===== config.mk =====
export PLATFORM = sky130hd
export DESIGN_NAME = song_reader
export DESIGN_NICKNAME = d
export VERILOG_FILES = /design/src/rtl/song_pkg.sv /design/src/rtl/note_timer.sv /design/src/rtl/song_reader.sv
export SDC_FILE = /design/constraint.sdc
export NUM_CORES = 1
export LEC_CHECK = 0
export CORE_ASPECT_RATIO = 1.1
export CORE_UTILIZATION = 34
export DETAILED_ROUTE_END_ITERATION = 16
export DONT_BUFFER_PORTS = 1
export MAX_ROUTING_LAYER = met4
export PLACE_DENSITY_LB_ADDON = 0.2
export SETUP_SLACK_MARGIN = 0.5
export SYNTH_ARGS = -nofsm -noshare
export SYNTH_HDL_FRONTEND = slang
export SYNTH_SLANG_ARGS = --single-unit

===== constraint.sdc =====
create_clock -name clk -period 5.4 [get_ports clk]
set_clock_uncertainty 0.05 [all_clocks]
set_input_delay 1.35 -clock clk [delete_from_list [all_inputs] [get_ports clk]]
set_output_delay 1.35 -clock clk [all_outputs]
set_load 0.005 [all_outputs]

===== src/rtl/song_pkg.sv =====
// Shared widths, reader state encoding and ROM word field helpers for the song sequencer.
// Pure declarations: no latency, no flow control.
package song_pkg;
    localparam int NOTE_W   = 6;
    localparam int DUR_W    = 6;
    localparam int SONG_W   = 2;
    localparam int IDX_W    = 5;
    localparam int SONG_LEN = 32;
    localparam int WORD_W   = NOTE_W + DUR_W;
    localparam int ADDR_W   = SONG_W + IDX_W;

    typedef enum logic [2:0] {
        ST_IDLE  = 3'd0,
        ST_FETCH = 3'd1,
        ST_LOAD  = 3'd2,
        ST_PLAY  = 3'd3,
        ST_NEXT  = 3'd4,
        ST_DONE  = 3'd5
    } reader_state_t;

    function automatic logic [NOTE_W-1:0] word_note(input logic [WORD_W-1:0] w);
        return w[WORD_W-1:DUR_W];
    endfunction

    function automatic logic [DUR_W-1:0] word_dur(input logic [WORD_W-1:0] w);
        return w[DUR_W-1:0];
    endfunction
endpackage


===== src/rtl/note_timer.sv =====
// Beat down-counter for the current note; expire pulses combinationally on the last counted beat.
// Beats are counted only while en is high, so a paused or idle reader drops them.
module note_timer
    import song_pkg::*;
(
    input  logic             clk,
    input  logic             reset,
    input  logic             load,
    input  logic [DUR_W-1:0] load_val,
    input  logic             beat,
    input  logic             en,
    output logic             expire
);
    logic [DUR_W-1:0] remaining_q, remaining_d;
    logic             tick;

    // Zero guard keeps the counter from wrapping if a beat ever lands with nothing loaded.
    assign tick   = en && beat && (remaining_q != '0);
    assign expire = tick && (remaining_q == DUR_W'(1));

    always_comb begin
        remaining_d = remaining_q;
        if (load) begin
            remaining_d = load_val;
        end else if (tick) begin
            remaining_d = remaining_q - DUR_W'(1);
        end
    end

    always_ff @(posedge clk) begin
        if (reset) begin
            remaining_q <= '0;
        end else begin
            remaining_q <= remaining_d;
        end
    end
endmodule


===== src/rtl/song_reader.sv =====
// Walks a 32-entry song in ROM and hands each non-zero-duration note to the player (new_note 3 cycles after start).
// play low freezes the walk in place; a song change restarts fetching from entry 0 immediately.
module song_reader
    import song_pkg::*;
(
    input  logic              clk,
    input  logic              reset,
    input  logic              play,
    input  logic [SONG_W-1:0] song,
    input  logic              beat,
    output logic [ADDR_W-1:0] rom_addr,
    input  logic [WORD_W-1:0] rom_dout,
    output logic [NOTE_W-1:0] note,
    output logic [DUR_W-1:0]  duration,
    output logic              new_note,
    output logic              playing,
    output logic              song_done
);
    reader_state_t     state_q, state_d;
    logic [IDX_W-1:0]  idx_q, idx_d;
    logic [SONG_W-1:0] song_q, song_d;
    logic [NOTE_W-1:0] note_q, note_d;
    logic [DUR_W-1:0]  dur_q, dur_d;
    logic              new_note_q, new_note_d;
    logic              song_chg, tmr_load, tmr_en, tmr_expire;

    assign song_chg = (state_q != ST_IDLE) && (song != song_q);
    assign tmr_en   = (state_q == ST_PLAY) && play && !song_chg;

    note_timer u_note_timer (
        .clk      (clk),
        .reset    (reset),
        .load     (tmr_load),
        .load_val (word_dur(rom_dout)),
        .beat     (beat),
        .en       (tmr_en),
        .expire   (tmr_expire)
    );

    always_comb begin
        state_d    = state_q;
        idx_d      = idx_q;
        song_d     = song_q;
        note_d     = note_q;
        dur_d      = dur_q;
        new_note_d = 1'b0;
        tmr_load   = 1'b0;
        // A new selection overrides pause, beats and end-of-song handling.
        if (song_chg) begin
            song_d  = song;
            idx_d   = '0;
            state_d = ST_FETCH;
        end else begin
            case (state_q)
                ST_IDLE: begin
                    idx_d  = '0;
                    song_d = song;
                    if (play) state_d = ST_FETCH;
                end
                ST_FETCH: if (play) state_d = ST_LOAD;
                ST_LOAD: begin
                    if (play) begin
                        if (word_dur(rom_dout) == '0) begin
                            state_d = ST_NEXT;
                        end else begin
                            note_d     = word_note(rom_dout);
                            dur_d      = word_dur(rom_dout);
                            tmr_load   = 1'b1;
                            new_note_d = 1'b1;
                            state_d    = ST_PLAY;
                        end
                    end
                end
                ST_PLAY: if (tmr_expire) state_d = ST_NEXT;
                ST_NEXT: begin
                    if (play) begin
                        if (idx_q == IDX_W'(SONG_LEN - 1)) begin
                            state_d = ST_DONE;
                        end else begin
                            idx_d   = idx_q + IDX_W'(1);
                            state_d = ST_FETCH;
                        end
                    end
                end
                ST_DONE: begin
                    idx_d   = '0;
                    state_d = ST_IDLE;
                end
                default: state_d = ST_IDLE;
            endcase
        end
    end

    always_ff @(posedge clk) begin
        if (reset) begin
            state_q    <= ST_IDLE;
            idx_q      <= '0;
            song_q     <= '0;
            note_q     <= '0;
            dur_q      <= '0;
            new_note_q <= 1'b0;
        end else begin
            state_q    <= state_d;
            idx_q      <= idx_d;
            song_q     <= song_d;
            note_q     <= note_d;
            dur_q      <= dur_d;
            new_note_q <= new_note_d;
        end
    end

    assign rom_addr  = {song_q, idx_q};
    assign note      = note_q;
    assign duration  = dur_q;
    assign new_note  = new_note_q;
    assign playing   = (state_q == ST_PLAY);
    assign song_done = (state_q == ST_DONE);
endmodule


==> flow_summary.toml, run 1 <==
[grt]
grt_usage = 0.159
grt_max_degree = 27
grt_pass1_wl_mm = 5.39
first_global_vias = 1144
antenna_found_initial = 0
grt_overflow = 0

[layout]
layout-drive-gt1-share = 0.0556
diodes = 0
fillers = 417
nets = 202
final_cell_mix = "dfxtp_1, nand2_1, nor2_1, a21oi_1, clkbuf_8"
multi_input_area_um2 = 808
stdcell_count = 232
syn2layout_area_growth_pct = 9.48
regArea_um2 = 581
final_common_cell = "dfxtp_1"

[sta]
finalSetupTns_ns = 0
tightest_slew_ns = 0.637
whs_ns = 0.423
rsz0062_at_grt = "no"
finalHoldViolations = 0
setup_slack_ns = 2.56
fin_crit_ns = 2.84
finalSetupViolations = 0
drv_slew = 0
relSlewSlack = 0.574
fin_crit_sh = 0.527
fmax_mhz = 352

[worst_hold_path]
worstHoldStart = "note[4]$_SDFFE_PP0P_"
holdPathStages = 2
min_delay_worst_endpoint = "note[4]$_SDFFE_PP0P_"
min_path_type = "flop to flop"

[die]
core_area_um2 = 4020
initial_utilization = 0.361
pin_count = 40
rows = 24
die_w_um = 64.3
dieArea_um2 = 4530
die_h_um = 70.5

[worst_setup_path]
required_ns = 5.52
reg2reg_depth = 5
critical_path_peak_fanout = 18
worstPathCellList = "nor4bb_1, a21boi_1, nand2_1, a32oi_1, nor2_1"
arrival_ns = 2.97
path_buf_inv = 0
cp_top_family = "simple AND/OR/NAND/NOR gates"
r2r_end = "u_note_timer.remaining_q[4]$_SDFFE_PP0P_"
crit_path_end_kind = "flop"
crit_type = "input pin to flop"
r2r-start = "state_q[1]$_SDFFE_PP0P_"
worst_path_max_delay_cell = "nor4bb_1"
start_kind = "input pin"
cpPeakStageDelay_ns = 0.48
rrSetupSlack_ns = 3.00

[clock_network]
post_cts_resized = 0
worstSkewPairLatency_ns = 0.28
root_buffer = "clkbuf_8"
cts_num_sinks = 29
cts_buffer_depth = 2
htree_levels = 2
cts.clk_slew.worst_paths_ns = 0.06
postCtsSetupBuffers = 0
ctsHoldBuffers = 0
cts_inserted_buffers = 5
cts_tree = "done"

[placed_design]
post-place-ws_ns = 2.27
placed_cells = 224
globalplace.congestion = 0.843
hpwl_mm = 2.35
io_buffers = 0

[synth]
yosys.cell_types.count = 41
synth_edf_count = 0
ys_warn_count = 0
syn_area_um2 = 1450
synth_seq_cells = 29
syn-instance-count = 183
synthesis.nets = 206
avgSynthCellArea_um2 = 7.93
synth_flop_cell = "dfxtp_1"
synth-async-reset-ratio = 0
seq_area_frac_synth = 0.400

[route]
routed_wl_mm = 3.25
drtIter0Drc = 73
via_count = 1284
antenna_left = 0
drc = 0
drt_pass1_iterations = 4
wl_per_cell_um = 14.0
via_per_inst = 5.53

[power_and_ir_drop]
seqPwrFrac = 0.460
pwr-share-comb = 0.068
p_int_mw = 0.382
leakagePower_nw = 0.546
switchingPower_mw = 0.107
swShare = 0.218
clockPowerShare = 0.472
power_density_nw_per_um2 = 307
ir_worst_vdd_uv = 137

[run]
maxCapViolCount = 0

[run_status]
status = "complete, no violations"
power by group through the flow:
| stage | registers, mW | logic [mW] | clock network [mW] |
|---|---|---|---|
| CTS | 0.225 | 0.0330 | 0.238 |
| detailed placement | 0.229 | 0.0328 | 0 |
| finish | 0.225 | 0.0332 | 0.231 |
| global route | 0.226 | 0.0378 | 0.248 |
| floorplan | 0.225 | 0.0346 | 0 |
| global placement | 0.229 | 0.0322 | 0 |
registers in the layout, summed over array words and instances, names as in the netlist:
register and cells:
idx_q 5, state_q 3, duration 6, u_note_timer.remaining_q 6, new_note 1, song_q 2, note 6
area by class of cell:
class                   count  area share
multi-input cells         138       0.509
flip-flops and latches     29       0.365
clock buffers               7      0.0543
well taps                  52      0.0409
clock inverters             1      0.0189
inverters                   5      0.0118
kinds of logic after synthesis:
logic type,Yosys count,share of synthesized area
compound gates,43,0.190
fa+ha+maj,5,0.0431
flops,29,0.400
buf+inv,16,0.0431
xor+xnor,6,0.0362
simple gates,84,0.288
worst register-to-register path, delay by kind of cell (launching register included):
| kind | cells | cell delay (ns) |
|---|---|---|
| simple gates | 3 | 0.95 |
| compound gates | 2 | 0.68 |
| flops | 1 | 0.60 |
synthesized netlist by cell type, types with 2 or more instances:
cell type	instances	area share
a211oi_1	2	0.010
a21oi_1	18	0.062
a22oi_1	2	0.010
a31oi_1	4	0.017
a32oi_1	2	0.012
and2_1	4	0.017
buf_2	2	0.0069
clkbuf_1	9	0.023
dfxtp_1	29	0.40
ha_1	5	0.043
inv_1	5	0.013
nand2_1	28	0.072
nand3_1	5	0.017
nand3b_1	4	0.021
nand4_1	2	0.0086
nor2_1	20	0.052
nor2b_1	5	0.022
nor3_1	2	0.0069
nor3b_1	2	0.010
nor4_1	4	0.017
o211ai_1	2	0.010
o21ai_0	3	0.010
o31ai_1	2	0.010
xor2_1	5	0.030
how the worst max path moves through the flow:
stage | startpoint | end | cells after the start
after floorplan | play | duration[4]$_SDFFE_PP0P_ | 7
after CTS | play | u_note_timer.remaining_q[4]$_SDFFE_PP0P_ | 5
after global placement | song[1] | u_note_timer.remaining_q[4]$_SDFFE_PP0P_ | 5
after detailed placement | play | u_note_timer.remaining_q[4]$_SDFFE_PP0P_ | 5
final | play | u_note_timer.remaining_q[4]$_SDFFE_PP0P_ | 5
after global routing | song[1] | u_note_timer.remaining_q[4]$_SDFFE_PP0P_ | 5
routing by layer:
metal / vias up / part of all wire / routed length [µm] / track usage
met5: - / 0 / 0 / -
met4: 0 / 0.018 / 57 / 0.0667
met3: 7 / 0.078 / 255 / 0.0670
met2: 42 / 0.44 / 1430 / 0.226
met1: 599 / 0.46 / 1510 / 0.197
li1: 636 / - / - / -
stage by stage:
| stage | utilization | total power, mW | area [µm²] |
|---|---|---|---|
| 2_1_floorplan | - | 0.260 | 1450 |
| 3_3_place_gp | 0.366 | 0.261 | 1470 |
| 3_5_place_dp | 0.366 | 0.262 | 1470 |
| 4_1_cts | 0.395 | 0.496 | 1590 |
| 5_1_grt | 0.395 | 0.511 | 1590 |
| 6_report | 0.395 | 0.488 | 1590 |
(Power assumes the default switching activity.)
==> inputs of run 2 (changes only) <==
- clock period: 5.4 -> 2.6 ns (I/O delays scaled with it)
==> flow_summary.toml, run 2 (synthesized netlist as in run 1, its figures left out) <==
[run_status]
status = "complete, no violations"

[sta]
finalSetupTns_ns = 0
finalHoldViolations = 0
drv_slew = 0
finalSetupViolations = 0
fmax_mhz = 491
rsz0062_at_grt = "yes"
fin_crit_ns = 2.04
tightest_slew_ns = 0.570
relSlewSlack = 0.616
fin_crit_sh = 0.783
whs_ns = 0.381

[layout]
final_cell_mix = "nand2_1, dfxtp_1, nor2_1, a21oi_1, buf_4"
final_common_cell = "nand2_1"
diodes = 0
stdcell_count = 239
syn2layout_area_growth_pct = 15.5
layout-drive-gt1-share = 0.139
nets = 209

[clock_network]
htree_levels = 2
cts_buffer_depth = 2
cts_inserted_buffers = 5
cts.clk_slew.worst_paths_ns = 0.06
cts_tree = "done"
cts_num_sinks = 29
ctsHoldBuffers = 0
worstSkewPairLatency_ns = 0.28
root_buffer = "clkbuf_8"

[worst_setup_path]
cpPeakStageDelay_ns = 0.62
path_buf_inv = 2
crit_type = "flop to output pin"
r2r_end = "idx_q[3]$_SDFFE_PP0P_"
start_kind = "flop"
crit_cells = 3
worst_path_max_delay_cell = "dfxtp_1"
required_ns = 1.90
crit_end = "playing"
crit_path_end_kind = "output pin"
cp_top_family = "flip-flops"
arrival_ns = 1.34
r2r-start = "idx_q[0]$_SDFFE_PP0P_"
rrSetupSlack_ns = 0.62
setup.worst_path.start = "state_q[2]$_SDFFE_PP0P_"
reg2reg_depth = 8
critical_path_peak_fanout = 14
worstPathCellList = "nand3b_1, buf_4, inv_1"

[die]
pin_count = 40
die_w_um = 64.3
dieArea_um2 = 4530
rows = 24
die_h_um = 70.5
core_area_um2 = 4020
initial_utilization = 0.361

[grt]
first_global_vias = 1177
antenna_found_initial = 0
grt_usage = 0.163
grt_overflow = 0
grt_max_degree = 27
grt_pass1_wl_mm = 5.49

[run]
maxCapViolCount = 0

[power_and_ir_drop]
swShare = 0.234
leakagePower_nw = 0.585
seqPwrFrac = 0.444
power_density_nw_per_um2 = 626
pwr-share-comb = 0.082
clockPowerShare = 0.474
p_int_mw = 0.804
switchingPower_mw = 0.246
ir_worst_vdd_uv = 364

[route]
wl_per_cell_um = 14.3
drc = 0
routed_wl_mm = 3.42
antenna_left = 0
drtIter0Drc = 80
via_count = 1295
via_per_inst = 5.42
drt_pass1_iterations = 4

[placed_design]
globalplace.congestion = 0.763
io_buffers = 0
placed_cells = 227
hpwl_mm = 2.43

[worst_hold_path]
min_path_type = "input pin to flop"
holdPathStages = 1
==> run 2: timing repair <==
action / 4_1_cts / 5_1_grt
gates resized for setup: 1 / 5
endpoints found under the setup margin: 2 / 9
pin swaps: 0 / 1
buffers inserted: 0 / 4
==> run 2: power by group through the flow <==
| stage | logic [mW] | registers (mW) | clock network [mW] |
|---|---|---|---|
| 2_1_floorplan | 0.0742 | 0.469 | 0 |
| 6_report | 0.0865 | 0.466 | 0.497 |
| 4_1_cts | 0.0795 | 0.465 | 0.503 |
| 5_1_grt | 0.0972 | 0.467 | 0.523 |
| 3_3_place_gp | 0.0771 | 0.474 | 0 |
| 3_5_place_dp | 0.0781 | 0.475 | 0 |
==> run 2: per-layer routing <==
metal	part of all wire	track usage	routed length, µm
met2	0.47	0.249	1610
met1	0.44	0.182	1510
met5	0	-	0
met3	0.072	0.0703	246
met4	0.015	0.0741	52
==> run 2: how the worst min path moves through the flow <==
stage	startpoint	end
2_1_floorplan	duration[0]$_SDFFE_PP0P_	duration[0]$_SDFFE_PP0P_
3_3_place_gp	note[0]$_SDFFE_PP0P_	note[0]$_SDFFE_PP0P_
3_5_place_dp	note[0]$_SDFFE_PP0P_	note[0]$_SDFFE_PP0P_
4_1_cts	reset	note[5]$_SDFFE_PP0P_
5_1_grt	reset	note[2]$_SDFFE_PP0P_
6_report	reset	song_q[1]$_SDFFE_PP0P_
==> run 2: area by class of cell <==
cell class / instances / area (µm²)
Tap cell: 52 / 65.1
Fill cell: 432 / 2350
Inverter: 5 / 18.8
Clock inverter: 2 / 37.5
Multi-Input combinational cell: 138 / 836
Timing Repair Buffer: 7 / 52.6
Clock buffer: 6 / 82.6
Sequential cell: 29 / 584
==> run 2: per-stage QoR <==
step / power (mW) / utilization / setup WS (ns) / cell area (µm²)
after floorplan: 0.543 / - / 0.533 / 1470
after global placement: 0.551 / 0.376 / 0.413 / 1510
after detailed placement: 0.553 / 0.376 / 0.335 / 1510
after CTS: 1.05 / 0.407 / 0.507 / 1640
after global routing: 1.09 / 0.417 / 0.478 / 1680
final: 1.05 / 0.417 / 0.564 / 1680
==> run 2: worst register-to-register path, stage by stage (launching register included) <==
cell and delay [ns]:
dfxtp_2 0.35, ha_1 0.22, and3_1 0.18, ha_1 0.16
nand2b_1 0.18, a211oi_2 0.28, nand4_1 0.14, xor2_1 0.16
nor4_1 0.16
==> edit, RTL diff (settings of run 2) <==
The package constant `NOTE_W` goes from 6 to 8.
--- a/src/rtl/song_pkg.sv
+++ b/src/rtl/song_pkg.sv
@@ -2,5 +2,5 @@
 // Pure declarations: no latency, no flow control.
 package song_pkg;
-    localparam int NOTE_W   = 6;
+    localparam int NOTE_W   = 8;
     localparam int DUR_W    = 6;
     localparam int SONG_W   = 2;
Ports: changed (resized note and rom_dout); port bits go from 40 to 44. The function was not compared with the original's and may differ.
==> edit against run 2 <==
- worst setup slack gained 95 ps
- area after synthesis grew 19%
- critical endpoint is now idx_q[3]
- total power grew 0.47%
- routed wire length grew 29%
- final area grew 11%
- count of clock-buffer cells in the layout is the same
- sequential power grew 4.7%
- non-clock buffer count shrank 2
- largest power group unchanged
- via count grew 17%
- sequential cell count grew 2
==> edit: results (changes against run 2) <==
stage,metric,value,unit,change
detailed_routing,drtIter0Drc,132,,+65%
global_route,grt_max_degree,26,,-3.7%
final_layout,multi_input_area_share,52.98,%,+3.1 points
final_layout,stdcell_area,1866,um^2,+11%
critical_path,crit_fanout,4,,-10
synthesis,yosysSeqAreaShare,35.92,%,-4.1 points
global_route,grt_use_total,17.15,%,+0.85 points
final_layout,nFillCells,486,,+13%
critical_path,worst_r2r_path_depth,7,,-1
pwr,total_power,1.054,mW,+0.47%
critical_path,r2r_slack,660,ps,+40 ps
final_layout,clkCellAreaFrac,6.304,%,-0.86 points
critical_path,rr_startpoint,idx_q[0],,
final_layout,num-nonclk-inverters,7,,+2
final_layout,comb.multi_input.count,144,,+4.3%
critical_path,slowest_delay,350,ps,-270 ps
run_status,status,finished clean,,
global_route,grt_pass1_vias,1371,,+16%
critical_path,cp_top_family,simple AND/OR/NAND/NOR gates,,
pwr,p_sw,0.2375,mW,-3.4%
clocking,ctsResizeCount,0,,-1
critical_path,slowest_stage,or3_1,,
final_layout,antennaDiodeCount,0,,unchanged
final_layout,layout-drive-gt1-share,14.36,%,+0.46 points
synthesis,ys_async_sr_fraction,0,%,unchanged
place,dpl_cell_area,1727,um^2,+14%
detailed_routing,vias,1516,,+17%
pwr,combinationalPower,0.0759,mW,-12%
place,place_hpwl,3.140,mm,+29%
final_layout,regArea,625.6,um^2,+7.1%
final_layout,n_all_buffers,5,,-2
synthesis,synthTopCellsByCount,"31 x dfxtp_1, 23 x a21oi_1, 17 x o21ai_0",,
synthesis,synth_area_leaders,"dfxtp_1 36%, a21oi_1 6.7%, o21ai_0 4.9%, nand3_1 4.1%, ha_1 3.6%",,
global_route,grt_pass1_wl,7.127,mm,+30%
sta,worst_pin_slew,732.3,ps,+162.0 ps
final_layout,layout.nets,219,,+4.8%
place,place.gp.congestion,0.8309,,+8.9%
detailed_routing,wl_per_cell,17.59,um,+23%
final_layout,design.seq.count,31,,+6.9%
pwr,leakage,0.6473,nW,+11%
pwr,peakVddDrop,0.2268,mV,-38%
edit: logic make-up after synthesis:
kind of cell	after synthesis	synth area share (%)
compound gates	69	26.00
xor+xnor	7	3.548
fa+ha+maj	6	4.200
buf+inv	21	7.386
flops	31	35.92
mux	1	0.5793
simple gates	61	22.38
edit: routing by layer:
layer / track usage (%) / wire length (um) / up-vias
met5: - / 0 / -
met4: 4.400 / 29 / 0
met3: 5.388 / 316 / 5
met2: 24.13 / 2029 / 56
met1: 23.67 / 2041 / 727
li1: - / - / 728
edit: worst min-delay path by stage:
stage,slack (ps),start,to,depth (start not counted)
after floorplan,420,duration[4],duration[4],2
after global placement,430,note[4],note[4],2
after detailed placement,430,note[4],note[4],2
after CTS,380,reset,note[6],1
after global routing,360,reset,note[6],1
final,380,reset,note[3],1
edit: metrics by stage:
stage                     cells  worst slack, ps  hold slack [ps]
after floorplan             196            577.2            417.3
after global placement      242            498.0            429.7
after detailed placement    242            472.0            433.8
after CTS                   250            522.1            375.3
after global routing        251            504.8            364.2
final                       251            658.7            380.6
